`src/rtl/core_pkg.sv`:
```
// Shared core constants for the register file and its pending-write tracking.
package core_pkg;

  localparam int XLEN       = 32;
  localparam int REG_ADDR_W = 5;
  localparam int NUM_REGS   = 32;

  // Bits needed to hold a count in the range 0..max.
  function automatic int pend_width(input int max);
    return (max < 1) ? 1 : $clog2(max + 1);
  endfunction

endpackage

```
`src/rtl/wb_pend_counter.sv`:
```
// Saturating up/down counter of in-flight writes for one architectural register.
module wb_pend_counter
  import core_pkg::*;
#(
  parameter int MAX = 3,
  parameter int W   = pend_width(MAX)
) (
  input  logic         clk,
  input  logic         reset,
  input  logic         inc,
  input  logic         dec,
  input  logic         clr,
  output logic         zero,
  output logic         full,
  output logic         underflow,
  output logic [W-1:0] count
);

  logic [W-1:0] count_reg;

  assign count = count_reg;
  assign zero  = (count_reg == '0);
  assign full  = (count_reg == W'(MAX));
  // A matched inc/dec pair nets to zero, so only a lone decrement can underflow.
  assign underflow = dec && !inc && !clr && zero;

  always_ff @(posedge clk) begin
    if (reset) begin
      count_reg <= '0;
    end else if (clr) begin
      count_reg <= '0;
    end else if (inc && !dec && !full) begin
      count_reg <= count_reg + W'(1);
    end else if (dec && !inc && !zero) begin
      count_reg <= count_reg - W'(1);
    end
  end

endmodule

```
`src/rtl/wb_regfile.sv`:
```
// Integer register file with per-register pending-write scoreboard.
// Optional same-cycle writeback bypass on the read ports: WB_REGFILE_BYPASS_EN.
module wb_regfile
  import core_pkg::*;
#(
  parameter int XLEN     = core_pkg::XLEN,
  parameter int PEND_MAX = 3
) (
  input  logic                  clk,
  input  logic                  reset,
  input  logic                  wb_we,
  input  logic [REG_ADDR_W-1:0] wb_addr,
  input  logic [XLEN-1:0]       wb_data,
  input  logic [REG_ADDR_W-1:0] rs1_addr,
  input  logic [REG_ADDR_W-1:0] rs2_addr,
  output logic [XLEN-1:0]       rs1_data,
  output logic [XLEN-1:0]       rs2_data,
  input  logic                  iss_valid,
  input  logic                  iss_we,
  input  logic [REG_ADDR_W-1:0] iss_rd,
  output logic                  iss_ready,
  output logic                  rs1_busy,
  output logic                  rs2_busy,
  input  logic                  flush,
  output logic                  pend_err
);

  localparam int CW = pend_width(PEND_MAX);

  logic [XLEN-1:0]     regs [1:NUM_REGS-1];
  logic [NUM_REGS-1:0] zero_vec;
  logic [NUM_REGS-1:0] full_vec;
  logic [NUM_REGS-1:0] under_vec;
  logic [CW-1:0]       cnt [NUM_REGS];
  logic                wb_hit;
  logic                iss_acc;
  logic                pend_err_reg;

  assign wb_hit    = wb_we && (wb_addr != '0);
  // A writeback to the same register frees a slot, so a full counter can still accept.
  assign iss_ready = !(iss_we && (iss_rd != '0) && full_vec[iss_rd] &&
                       !(wb_hit && (wb_addr == iss_rd)));
  assign iss_acc   = iss_valid && iss_we && (iss_rd != '0) && iss_ready;

  always_ff @(posedge clk) begin
    if (reset) begin
      for (int i = 1; i < NUM_REGS; i++) begin
        regs[i] <= '0;
      end
    end else if (wb_hit) begin
      regs[wb_addr] <= wb_data;
    end
  end

  assign zero_vec[0]  = 1'b1;
  assign full_vec[0]  = 1'b0;
  assign under_vec[0] = 1'b0;
  assign cnt[0]       = '0;

  genvar gi;
  generate
    for (gi = 1; gi < NUM_REGS; gi++) begin : g_pend
      wb_pend_counter #(
        .MAX (PEND_MAX),
        .W   (CW)
      ) u_cnt (
        .clk       (clk),
        .reset     (reset),
        .inc       (iss_acc && (iss_rd == REG_ADDR_W'(gi))),
        .dec       (wb_hit && (wb_addr == REG_ADDR_W'(gi))),
        .clr       (flush),
        .zero      (zero_vec[gi]),
        .full      (full_vec[gi]),
        .underflow (under_vec[gi]),
        .count     (cnt[gi])
      );
    end
  endgenerate

  always_ff @(posedge clk) begin
    if (reset) begin
      pend_err_reg <= 1'b0;
    end else if (|under_vec) begin
      pend_err_reg <= 1'b1;
    end
  end

  assign pend_err = pend_err_reg;

  always_comb begin
    rs1_data = (rs1_addr == '0) ? '0 : regs[rs1_addr];
    rs2_data = (rs2_addr == '0) ? '0 : regs[rs2_addr];
    rs1_busy = !zero_vec[rs1_addr];
    rs2_busy = !zero_vec[rs2_addr];
`ifdef WB_REGFILE_BYPASS_EN
    // The last outstanding write is landing now, so its data is already final.
    if (wb_hit && (wb_addr == rs1_addr)) begin
      rs1_data = wb_data;
      if (cnt[rs1_addr] == CW'(1)) rs1_busy = 1'b0;
    end
    if (wb_hit && (wb_addr == rs2_addr)) begin
      rs2_data = wb_data;
      if (cnt[rs2_addr] == CW'(1)) rs2_busy = 1'b0;
    end
`endif
  end

endmodule
```
`config.mk`:
```
export PLATFORM = sky130hd
export DESIGN_NAME = wb_regfile
export DESIGN_NICKNAME = d
export VERILOG_FILES = /design/src/rtl/core_pkg.sv /design/src/rtl/wb_pend_counter.sv /design/src/rtl/wb_regfile.sv
export SDC_FILE = /design/constraint.sdc
export NUM_CORES = 2
export LEC_CHECK = 0
export ABC_AREA = 1
export CAP_MARGIN = 20
export CORE_ASPECT_RATIO = 0.6
export CORE_UTILIZATION = 45
export DETAILED_ROUTE_END_ITERATION = 7
export SKIP_CTS_REPAIR_TIMING = 1
export SLEW_MARGIN = 0
export SYNTH_ARGS = -nofsm -noshare
export SYNTH_HDL_FRONTEND = slang
export SYNTH_SLANG_ARGS = --single-unit
```
`constraint.sdc`:
```
create_clock -name clk -period 4.19 [get_ports clk]
set_clock_uncertainty 0.2 [all_clocks]
set_input_delay 1.257 -clock clk [delete_from_list [all_inputs] [get_ports clk]]
set_output_delay 1.257 -clock clk [all_outputs]
set_load 0.01 [all_outputs]
```
======== Word-level counts from Yosys, hierarchy flattened ========
Memories as Yosys holds them, arrays and structs flattened.
Cells that the tools add are included.
Widths: inputs -> output; s select.
word-level totals
  memory bits (writable) .................. 992
  word-level logic and storage cells ...... 724
  register bits ........................... 63
  input bits .............................. 58
  memories ................................ 1
memory list
  name  words  width  read ports  clocked after Yosys merged registers in  wr ports  line              text
  regs  31     32     2           0                                        31        wb_regfile.sv:30  logic [XLEN-1:0] regs [1:NUM_REGS-1];
cells by class
  reductions and logical operators ........ 454
  equal/unequal tests ..................... 94
  magnitude comparators ................... 3
  add/subtract/negate cells ............... 62
  mux-type cells .......................... 78
operators by type and width
  cell                 count
  $logic_and 1x1->1    256
  $eq 5x5->1 const B   32
  $logic_not 1->1      129
  $mux 2               62
  $mux 32              3
  $eq 5x4->1 const B   16
  $add 2x1->2 const B  31
  $eq 2x2->1 const B   31
  $logic_not 2->1      31
  $reduce_bool 2->1    31
  $sub 2x1->2 const B  31
  $eq 5x3->1 const B   8
  $reduce_or 32->1     1
  $reduce_or 31->1     1
  $eq 5x2->1 const B   4
  $lt 5x6->1 const B   3
  $bmux 1 s5           3
  $eq 5x1->1 const B   2
  $logic_not 5->1      2
  $reduce_bool 5->1    2
  $mux 1               9
  $eq 5x5->1           1
  $mux 5               1
  $reduce_or 2->1      1

======== Depth between registers and ports, before layout ========
  depth after elaboration ................. 13
  gate-level depth with buffers ........... 19

======== Modules after synthesis ========
A second synthesis with hierarchy kept.
unflattened totals
  cell total of the unflattened synthesis .. 7487
  area, all modules ....................... 60633.2 um^2
modules (own cells, without submodules)
  module           sequential area each (um^2)  times used  area each (um^2)  cells each
  wb_regfile       30769.5                      1           56017.5           6774
  wb_pend_counter  40.0                         31          148.9             23

======== Worst setup path after synthesis ========
No wires, ideal clock.
  path kind ............................... input-to-output
  start point ............................. input port rs2_addr[1]
  end point ............................... output port rs2_data[15]
  path slack .............................. -0.277 ns
  data arrival time ....................... 3.010 ns
  stages .................................. 8
  path through ............................ buf_2 nor2_1 clkbuf_1 clkbuf_1 a22oi_1 a21oi_1 nor3_1 a221oi_1
on the way
  cells in the longest elaborated chain, start to end .. 2
  elaborated cells on any way between the ends .. 3
  those cells by class .................... mux: 1; reduce/logical: 1; memory: 1
ends and longest elaborated chain
  what                                                     line              text
  from (decl)                                              wb_regfile.sv:15  input logic [REG_ADDR_W-1:0] rs2_addr,
  $mem_v2 31x32 / $logic_not 5->1 (equally long branches)  --
  $mux 32 (*)                                              wb_regfile.sv:92  rs2_data = (rs2_addr == '0) ? '0 : regs[rs2_addr];
  to (decl)                                                wb_regfile.sv:17  output logic [XLEN-1:0] rs2_data,
Every way passes the cells marked *; elsewhere a longest branch is shown, timed or not.

======== Final worst setup path ========
  start point ............................. input port rs2_addr[1]
  end point ............................... output port rs2_data[11]
The elaborated chain is that of the path after synthesis.

==> reports/metrics.cfg <==
[global_routing]
grt_pass1_wl_mm = 377
first_global_vias = 50768
gr-total-overflow = 0
grt_max_degree = 63
antenna_found_initial = 12
grt.total_usage_pct = 42.1

[clock_tree]
cts_max_level = 3
cts_root_buffer = clkbuf_16
numCtsBuffers = 104
clockBufferDepth = 3
cts_num_sinks = 1087
tritoncts = built
insertion_delay_ns = 0.75
cts.clk_slew.worst_paths_ns = 0.07

[die]
die_h_um = 276
start_util_pct = 45.4
num_rows = 100
die_area_um2 = 126000
core_um2 = 124000
io_pins = 126
die_w_um = 458

[detailed_routing]
num_vias = 57689
viasPerCell = 6.77
drtIter0Drc = 12453
ant_nets = 0
drt_wl_total_mm = 286
drc_errors = 0
dr.pass1.iters = 8
routedWlPerCell_um = 33.6

[timing]
final.setup.tns_ns = -34.71
fmax_mhz = 200
hold_violations = 0
tightest_slew_ns = 0.986
whs_ns = 0.278
fin_crit_sh_pct = 119
rsz0062_at_grt = true
setup_viol = 66
fin_ws_ns = -0.804
slew_headroom_pct = 34.0
maxSlewViolCount = 0
min_period_ns = 4.99

[power_and_ir_drop]
power.switching_w = 0.00804
p_sw_share_pct = 28.8
internal-power_w = 0.0199
powerDensity_nw_per_um2 = 375
power.share.sequential_pct = 46.0
pwr-share-clk_pct = 35.9
static-leakage-power_nw = 27.9
p_total_w = 0.0279
vdd_drop_max_mv = 0.342
p_comb_share_pct = 18.0

[run_status]
status = finished, violations left
violations = setup timing

[critical_path]
timing.rr.end = pend_err$_SDFFE_PP0P_
rrSetupSlack_ns = 1.30
cp_data_arrival_time_ns = 3.54
end_kind = output pin
reg2regPathDepth = 19
start_kind = input pin
crit_required_ns = 2.73
path_class = in -> out
r2r_start = g_pend[8].u_cnt.count[0]$_SDFFE_PP0P_
cp_max_fo = 5

[min_path]
holdPathEnd = g_pend[10].u_cnt.count[0]$_SDFFE_PP0P_
hp-start = g_pend[10].u_cnt.count[0]$_SDFFE_PP0P_
hold_class = reg -> reg
holdPathStages = 1

[finish]
drive_above_1_share_pct = 23.6
synthToLayoutAreaGrowth_pct = 32.3
fin_nets = 6802
largest_reg_flops = 1024
fin_area_um2 = 74400

[placed_design]
gp_congestion = 0.998
hpwl_mm = 180
pre_cts_ws_ns = -1.79
place_area_um2 = 65000
port-buffer-count = 125

[yosys]
async_reset_ff_share_pct = 0
synth_top_area_share_pct = 54.7
synthTopCellsByCount = nor2_1 (1542), edfxtp_1 (1024), o21ai_0 (789)
yosys_warnings = 0
synth_top_cell_by_area = edfxtp_1
yosysSeqAreaShare_pct = 56.9
ys.flop_type = edfxtp_1
synthesis.instances = 6184
yosysMostFrequentCell = nor2_1
ys_ff_latch = 1087
synth_area_leaders = edfxtp_1 (55%), nor2_1 (10%), o21ai_0 (7.0%)
yosys.cell_types.count = 45
avgSynthCellArea_um2 = 9.10
synth_edf_count = 1024
syn_area_um2 = 56200

[flow_run]
max_cap_violations = 0

critical path, stage by stage:
cell	delay, ns
buf_12	0.11
buf_12	0.12
nor2_4	0.05
buf_12	0.15
buf_16	0.15
buf_8	0.12
buf_4	0.15
a211oi_2	0.26
a311oi_2	0.08
nor4_4	0.64
nor3_4	0.13
buf_6	0.18
buf_6	0.12
stage by stage:
| step | std cells | utilization (%) |
|---|---|---|
| 6_report | 8519 | 60.0 |
| 5_1_grt | 8515 | 60.0 |
| 4_1_cts | 8361 | 55.2 |
| 3_5_place_dp | 8169 | 52.4 |
| 3_3_place_gp | 8169 | 52.4 |
| 2_1_floorplan | 6215 | - |
worst max path at each step:
stage,endpoint,slack (ns),cells past startpoint,startpoint
global route,rs2_data[11],-0.76,13,rs2_addr[1]
finish,rs2_data[11],-0.80,13,rs2_addr[1]
CTS,rs2_data[19],-1.83,12,rs2_addr[1]
floorplan,rs2_data[21],-0.002,8,rs2_addr[0]
global placement,rs2_data[19],-1.86,12,rs2_addr[1]
detailed placement,rs2_data[19],-1.79,12,rs2_addr[1]
logic make-up (layout without fill, tap and decap cells):
group | Yosys count | after routing | synth area share, %
compound gates | 1971 | 1971 | 21.3
flops | 1087 | 1087 | 56.9
other cells | 1 | 38 | 0.00667
xor+xnor | 3 | 3 | 0.0467
simple gates | 2226 | 2226 | 15.6
buf+inv | 896 | 1511 | 6.11
metal layers:
| layer | GRT usage [%] | part of all wire [%] | up-vias |
|---|---|---|---|
| li1 | - | - | 23329 |
| met4 | 21.4 | 6.4 | 6 |
| met2 | 57.2 | 39 | 5847 |
| met1 | 58.1 | 37 | 27369 |
| met5 | 0.696 | 0.12 | - |
| met3 | 16.1 | 18 | 1138 |
power by group through the flow:
stage / logic [W] / registers, W / clock network [W]
floorplan: 0.00178 / 0.0129 / 0
global placement: 0.00399 / 0.0130 / 0
detailed placement: 0.00401 / 0.0130 / 0
CTS: 0.00403 / 0.0128 / 0.00997
global route: 0.00512 / 0.0129 / 0.0103
finish: 0.00504 / 0.0129 / 0.0100
cells in the final DEF, fill, tap and decap left out, types with 63 or more instances in the layout:
cell       instances
a21oi_1          439
nand3_1          164
inv_1            283
buf_4            537
a22oi_1          149
nor2_1          1521
o21ai_0          634
o211ai_1          66
clkbuf_16        139
dfxtp_1           63
nand2_1          325
o21ai_1          145
nand2_2           83
edfxtp_1        1024
a221oi_1         167
buf_12           181
buf_6            145
a221oi_2          85
final cells by class:
cell class / instances / area (um2)
timing repair buffer: 1012 / 11600
clock inverter: 57 / 616
tap: 1683 / 2110
antenna: 6 / 15.0
inverter: 307 / 1210
multi-input combinational: 4232 / 24000
clock buffer: 135 / 2840
fill: 10303 / 49600
sequential: 1087 / 32000
(Power assumes the default switching activity.)
